===== src/rtl/fft_pkg.sv =====
// Shared types and constants for the 8-point FFT front end: sample/frame
// types, ping-pong bank states and the launcher FSM states.
package fft_pkg;

    localparam int N_POINTS = 8;
    localparam int SAMPLE_W = 12;
    localparam int IDX_W    = $clog2(N_POINTS);

    typedef logic signed [SAMPLE_W-1:0] sample_t;
    typedef sample_t [0:N_POINTS-1]     frame_t;

    typedef enum logic [1:0] {
        BANK_EMPTY,
        BANK_FILLING,
        BANK_FULL,
        BANK_IN_FLIGHT
    } bank_state_e;

    typedef enum logic [1:0] {
        L_IDLE,
        L_LAUNCH,
        L_WAIT
    } launch_state_e;

    // A bank may take samples only while it is not holding a complete frame.
    function automatic logic bank_writable(input bank_state_e s);
        return (s == BANK_EMPTY) || (s == BANK_FILLING);
    endfunction

endpackage


===== src/rtl/fft_sample_bank.sv =====
// One 8-entry sample bank: single indexed write port, whole-frame read.
// Occupancy state is tracked by the parent loader.
module fft_sample_bank
    import fft_pkg::*;
(
    input  logic                               CLK,
    input  logic                               wr_en_i,
    input  logic [IDX_W-1:0]                   wr_idx_i,
    input  logic [SAMPLE_W-1:0]                wr_data_i,
    output logic [0:N_POINTS-1][SAMPLE_W-1:0]  frame_o
);

    frame_t mem_q;

    // NOTE: storage is deliberately not reset; every index is rewritten
    // before a bank can become FULL, so stale contents are never launched.
    always_ff @(posedge CLK) begin
        if (wr_en_i) begin
            mem_q[wr_idx_i] <= wr_data_i;
        end
    end

    assign frame_o = mem_q;

endmodule


===== src/rtl/fft_frame_loader.sv =====
// Serial-to-parallel ping-pong frame loader feeding the 8-point FFT core.
// Define FFT_LOADER_STATUS_EN to add the sync_err_cnt resync-discard counter.
module fft_frame_loader
    import fft_pkg::*;
(
    input  logic                               CLK,
    input  logic                               nRESET,
    input  logic                               s_valid,
    output logic                               s_ready,
    input  logic [SAMPLE_W-1:0]                s_data,
    input  logic                               s_first,
    output logic [0:N_POINTS-1][SAMPLE_W-1:0]  frame_out,
    output logic                               fft_enable,
    input  logic                               fft_finish,
    output logic                               busy
`ifdef FFT_LOADER_STATUS_EN
    ,
    output logic [7:0]                         sync_err_cnt
`endif
);

    bank_state_e   bank_q [2];
    bank_state_e   bank_d [2];
    logic [IDX_W-1:0] wp_q, wp_d;
    logic          wb_q, wb_d;
    logic          last_filled_q, last_filled_d;
    logic          inflight_q;
    launch_state_e state_q;
    logic          fft_enable_q;
    logic          busy_q;
    frame_t        frame_q;

    logic [0:N_POINTS-1][SAMPLE_W-1:0] bank_frame [2];
    logic          accept;
    logic          full_a, full_b;
    logic          launch_go, finish_go, launch_bank;
    logic [IDX_W-1:0] wr_idx;

    assign s_ready  = bank_writable(bank_q[wb_q]);
    assign accept   = s_valid & s_ready;
    assign wr_idx   = s_first ? '0 : wp_q;

    assign full_a   = (bank_q[0] == BANK_FULL);
    assign full_b   = (bank_q[1] == BANK_FULL);
    // With both banks full the older one is the bank not filled most recently.
    assign launch_bank = (full_a && full_b) ? ~last_filled_q : full_b;
    assign launch_go   = (state_q == L_IDLE) && (full_a || full_b);
    assign finish_go   = (state_q == L_WAIT) && fft_finish;

    fft_sample_bank u_bank_a (
        .CLK       (CLK),
        .wr_en_i   (accept && !wb_q),
        .wr_idx_i  (wr_idx),
        .wr_data_i (s_data),
        .frame_o   (bank_frame[0])
    );

    fft_sample_bank u_bank_b (
        .CLK       (CLK),
        .wr_en_i   (accept && wb_q),
        .wr_idx_i  (wr_idx),
        .wr_data_i (s_data),
        .frame_o   (bank_frame[1])
    );

    // Launch, release and write never target the same bank in one cycle,
    // so the three updates below compose without priority conflicts.
    always_comb begin
        bank_d        = bank_q;
        wp_d          = wp_q;
        wb_d          = wb_q;
        last_filled_d = last_filled_q;

        if (launch_go) begin
            bank_d[launch_bank] = BANK_IN_FLIGHT;
        end
        if (finish_go) begin
            bank_d[inflight_q] = BANK_EMPTY;
        end

        if (accept) begin
            if (s_first) begin
                wp_d         = IDX_W'(1);
                bank_d[wb_q] = BANK_FILLING;
            end else if (wp_q == IDX_W'(N_POINTS - 1)) begin
                wp_d          = '0;
                bank_d[wb_q]  = BANK_FULL;
                wb_d          = ~wb_q;
                last_filled_d = wb_q;
            end else begin
                wp_d         = wp_q + IDX_W'(1);
                bank_d[wb_q] = BANK_FILLING;
            end
        end
    end

    // NOTE: sequential state uses non-blocking assignments only, so every
    // register sees the pre-edge values of its neighbours.
    always_ff @(posedge CLK or negedge nRESET) begin
        if (!nRESET) begin
            bank_q[0]     <= BANK_EMPTY;
            bank_q[1]     <= BANK_EMPTY;
            wp_q          <= '0;
            wb_q          <= 1'b0;
            last_filled_q <= 1'b0;
        end else begin
            bank_q[0]     <= bank_d[0];
            bank_q[1]     <= bank_d[1];
            wp_q          <= wp_d;
            wb_q          <= wb_d;
            last_filled_q <= last_filled_d;
        end
    end

    // Launcher: every output is registered; IDLE always lasts at least one
    // cycle after a finish before the next launch.
    always_ff @(posedge CLK or negedge nRESET) begin
        if (!nRESET) begin
            state_q      <= L_IDLE;
            fft_enable_q <= 1'b0;
            busy_q       <= 1'b0;
            inflight_q   <= 1'b0;
            frame_q      <= '0;
        end else begin
            fft_enable_q <= 1'b0;
            case (state_q)
                L_IDLE: begin
                    if (launch_go) begin
                        state_q      <= L_LAUNCH;
                        fft_enable_q <= 1'b1;
                        busy_q       <= 1'b1;
                        inflight_q   <= launch_bank;
                        frame_q      <= bank_frame[launch_bank];
                    end
                end
                L_LAUNCH: begin
                    state_q <= L_WAIT;
                end
                L_WAIT: begin
                    if (fft_finish) begin
                        state_q <= L_IDLE;
                        busy_q  <= 1'b0;
                    end
                end
                default: begin
                    state_q <= L_IDLE;
                    busy_q  <= 1'b0;
                end
            endcase
        end
    end

`ifdef FFT_LOADER_STATUS_EN
    logic [7:0] sync_err_q;

    // Counts partial frames thrown away by a resync; saturates at 255.
    always_ff @(posedge CLK or negedge nRESET) begin
        if (!nRESET) begin
            sync_err_q <= '0;
        end else if (accept && s_first && (wp_q != '0) && (sync_err_q != 8'hFF)) begin
            sync_err_q <= sync_err_q + 8'd1;
        end
    end

    assign sync_err_cnt = sync_err_q;
`endif

    assign frame_out  = frame_q;
    assign fft_enable = fft_enable_q;
    assign busy       = busy_q;

endmodule


===== config.mk =====
export PLATFORM = sky130hd
export DESIGN_NAME = fft_frame_loader
export DESIGN_NICKNAME = d
export VERILOG_FILES = /design/src/rtl/fft_pkg.sv /design/src/rtl/fft_sample_bank.sv /design/src/rtl/fft_frame_loader.sv
export SDC_FILE = /design/constraint.sdc
export NUM_CORES = 1
export LEC_CHECK = 0
export BUFFER_PORTS_ARGS = -buffer_cell sky130_fd_sc_hd__buf_2
export CORE_ASPECT_RATIO = 0.9
export CORE_UTILIZATION = 62
export DETAILED_ROUTE_END_ITERATION = 6
export GPL_TIMING_DRIVEN = 1
export PLACE_DENSITY = 0.85
export SLEW_MARGIN = 20
export SYNTH_ARGS = -nofsm -noshare
export SYNTH_HDL_FRONTEND = slang
export SYNTH_SLANG_ARGS = --single-unit

===== constraint.sdc =====
create_clock -name CLK -period 3.9 [get_ports CLK]
set_input_delay 0.975 -clock CLK [delete_from_list [all_inputs] [get_ports CLK]]
set_output_delay 0.975 -clock CLK [all_outputs]
set_load 0.01 [all_outputs]

==> flow_metrics.env <==
export IMPL_grt_pass1_wl_mm=36.51
export IMPL_path_buf_inv=1
export IMPL_dr_pass1_iters=5
export IMPL_start_util_pct=63.67
export IMPL_gp_congestion=0.8959
export IMPL_dp_cells=909
export IMPL_cp_end_kind="primary output"
export IMPL_drc_errors=0
export IMPL_ir_drop_v=0.0005739
export IMPL_core_region_area_um2=16890
export IMPL_skew_ps=13.80
export IMPL_crit_family="flip-flops"
export IMPL_final_util_pct=74.16
export IMPL_comb_power_share_pct=19.8
export IMPL_detail_route_vias_per_cell=6.700
export IMPL_ctsLongestPathBuffers=3
export IMPL_fin_setup_tns_ps=0
export IMPL_clockPowerShare_pct=31.1
export IMPL_die_y_um=127.0
export IMPL_cts_root_buf="clkbuf_16"
export IMPL_critPathKind="reg2out"
export IMPL_ant_nets=0
export IMPL_wl_met1_mm=9.332
export IMPL_post_cts_buffers=0
export IMPL_rsz0062_at_grt="false"
export IMPL_dpl_hpwl_mm=14.12
export IMPL_ys_types=30
export IMPL_intPower_w=0.006618
export IMPL_synth_warnings=0
export IMPL_drive_gt1_share_pct=24.07
export IMPL_yosysSeqAreaShare_pct=79.20
export IMPL_worstPathCellList="mux2i_1 -> buf_2"
export IMPL_relSlewSlack_pct=27.30
export IMPL_synth_top_area_share_pct=53.61
export IMPL_report_final_hold_viol_count=0
export IMPL_routedWlPerCell_um=25.01
export IMPL_antenna_found_initial=2
export IMPL_min_period_ps=2566
export IMPL_min_period_over_period_pct=65.80
export IMPL_switching_share_pct=27.50
export IMPL_nets=749
export IMPL_synthTopCellsByArea="edfxtp_1 (54%), dfrtp_1 (26%), a221o_1 (8.9%)"
export IMPL_drv_cap=0
export IMPL_top_layer="met5"
export IMPL_synth_area_per_cell_um2=17.57
export IMPL_first_iter_violations=557
export IMPL_dr_wl_met3_mm=2.321
export IMPL_cp_arrival_ps=1590
export IMPL_clock_sinks=302
export IMPL_met2WireLength_mm=11.64
export IMPL_die_w_um=140.8
export IMPL_grt_pass1_vias=6432
export IMPL_startpoint_type="flop"
export IMPL_cts_tree="built"
export IMPL_synth_seq_cells=302
export IMPL_power_density_nw_per_um2=728.8
export IMPL_die_area_um2=17880
export IMPL_netlist_instances=612
export IMPL_tightest_slew_ps=1086
export IMPL_p_leak_nw=5.304
export IMPL_synth_area_um2=10760
export IMPL_p_sw_w=0.002510
export IMPL_min_path_type="reg2reg"
export IMPL_fin_cells=963
export IMPL_status="completed"
export IMPL_numCtsBuffers=29
export IMPL_final_common_cell="edfxtp_1"
export IMPL_cts_repair_resized=0
export IMPL_htreeDepth=1
export IMPL_cpPeakStageDelay_ps=490
export IMPL_hold_buffers=0
export IMPL_fillCellCount=958
export IMPL_syn2layout_area_growth_pct=16.46
export IMPL_portBuffers=115
export IMPL_grt_total_usage_pct=27.57
export IMPL_required_ps=2920
export IMPL_final_cell_mix="edfxtp_1 (192), buf_2 (114), dfrtp_1 (110)"
export IMPL_clk_pin_slew_ps=60
export IMPL_pwr_share_seq_pct=49.1
export IMPL_row_count=45
export IMPL_slowest_stage="dfrtp_1"
export IMPL_ios=116
export IMPL_routed_wl_mm=24.08
export IMPL_clock_fmax_mhz=389.7
export IMPL_cp_max_fo=8
export IMPL_setup_viol=0
export IMPL_antenna_cells=0
export IMPL_drv_slew=0
export IMPL_grt_overflow=0
export IMPL_insertion_delay_ps=540
export IMPL_synth_area_leader_cell="edfxtp_1"
export IMPL_grt_max_degree=67
export IMPL_num_vias=6452
export IMPL_syn_nets=631
Yosys cell counts, drive strengths merged:
cell type,instances
a211oi,3
a21o,3
a221o,96
a22o,1
and2,1
and3,96
and3b,1
buf,6
clkbuf,38
dfrtp,110
edfxtp,192
ha,2
inv,3
mux2,4
mux2i,1
nand2,8
nand2b,2
nand3b,5
nand4b,1
nor2,16
nor2b,3
nor3,10
nor3b,3
nor4b,2
o21ai,2
o21bai,1
or2,1
or3b,1
cells by family (layout without fill, tap and decap cells):
group | Yosys count | in the layout | share of synthesized area, %
and+or+nand+nor | 150 | 150 | 8.399
buffers and inverters | 47 | 187 | 2.059
muxes | 5 | 5 | 0.5118
adders and majority gates | 2 | 2 | 0.2326
DFF | 302 | 302 | 79.20
AOI/OAI and AO/OA | 106 | 106 | 9.597
final timing paths:
kind	from	to	slack (ps)	cells past startpoint
min reg2reg	u_bank_a.frame_o[92]	frame_out[92]	480	1
max in group asynchronous	nRESET	frame_out[67]	2620	2
min in group asynchronous	nRESET	frame_out[28]	530	1
max	wb_q	s_ready	1330	2
min	u_bank_a.frame_o[92]	frame_out[92]	480	1
max reg2reg	state_q[1]	frame_out[90]	1470	4
cell type report:
type / count / area, um2 / share of cell area, %
clock buffers: 38 / 800.8 / 6.393
clock inverters: 15 / 172.7 / 1.378
inverters: 3 / 11.26 / 0.08990
multi-input cells: 263 / 2028 / 16.19
flip-flops and latches: 302 / 8518 / 68.00
well taps: 211 / 264.0 / 2.108
repair buffers: 131 / 730.7 / 5.834
routing by layer:
metal	up-vias	GRT usage (%)
met5	-	0
met4	2	10.42
met3	63	5.625
met2	401	44.60
met1	3278	37.64
li1	2708	-
power groups by stage:
stage,logic [W],clock network (W),registers [W]
2_1_floorplan,0.000839,0,0.00461
3_3_place_gp,0.00172,0,0.00449
3_5_place_dp,0.00181,0,0.00452
4_1_cts,0.00183,0.00286,0.00448
5_1_grt,0.00195,0.00297,0.00453
6_report,0.00181,0.00284,0.00449
sequential cells by signal, indices dropped and copies added, names as in the netlist, 2 cells and up:
signal / cells
frame_out: 96
u_bank_a.frame_o: 96
u_bank_b.frame_o: 96
bank_q: 4
wp_q: 3
state_q: 2
stage by stage:
stage / worst slack (ps) / cell area, um2 / hold slack, ps / power [W]
2_1_floorplan: 1224 / 10760 / 455.6 / 0.005451
3_3_place_gp: 1236 / 11540 / 458.9 / 0.006204
3_5_place_dp: 1133 / 11540 / 464.8 / 0.006330
4_1_cts: 1267 / 12510 / 476.3 / 0.009161
5_1_grt: 1238 / 12530 / 492.2 / 0.009457
6_report: 1334 / 12530 / 478.9 / 0.009128
Power figures use the tool's default switching activity.
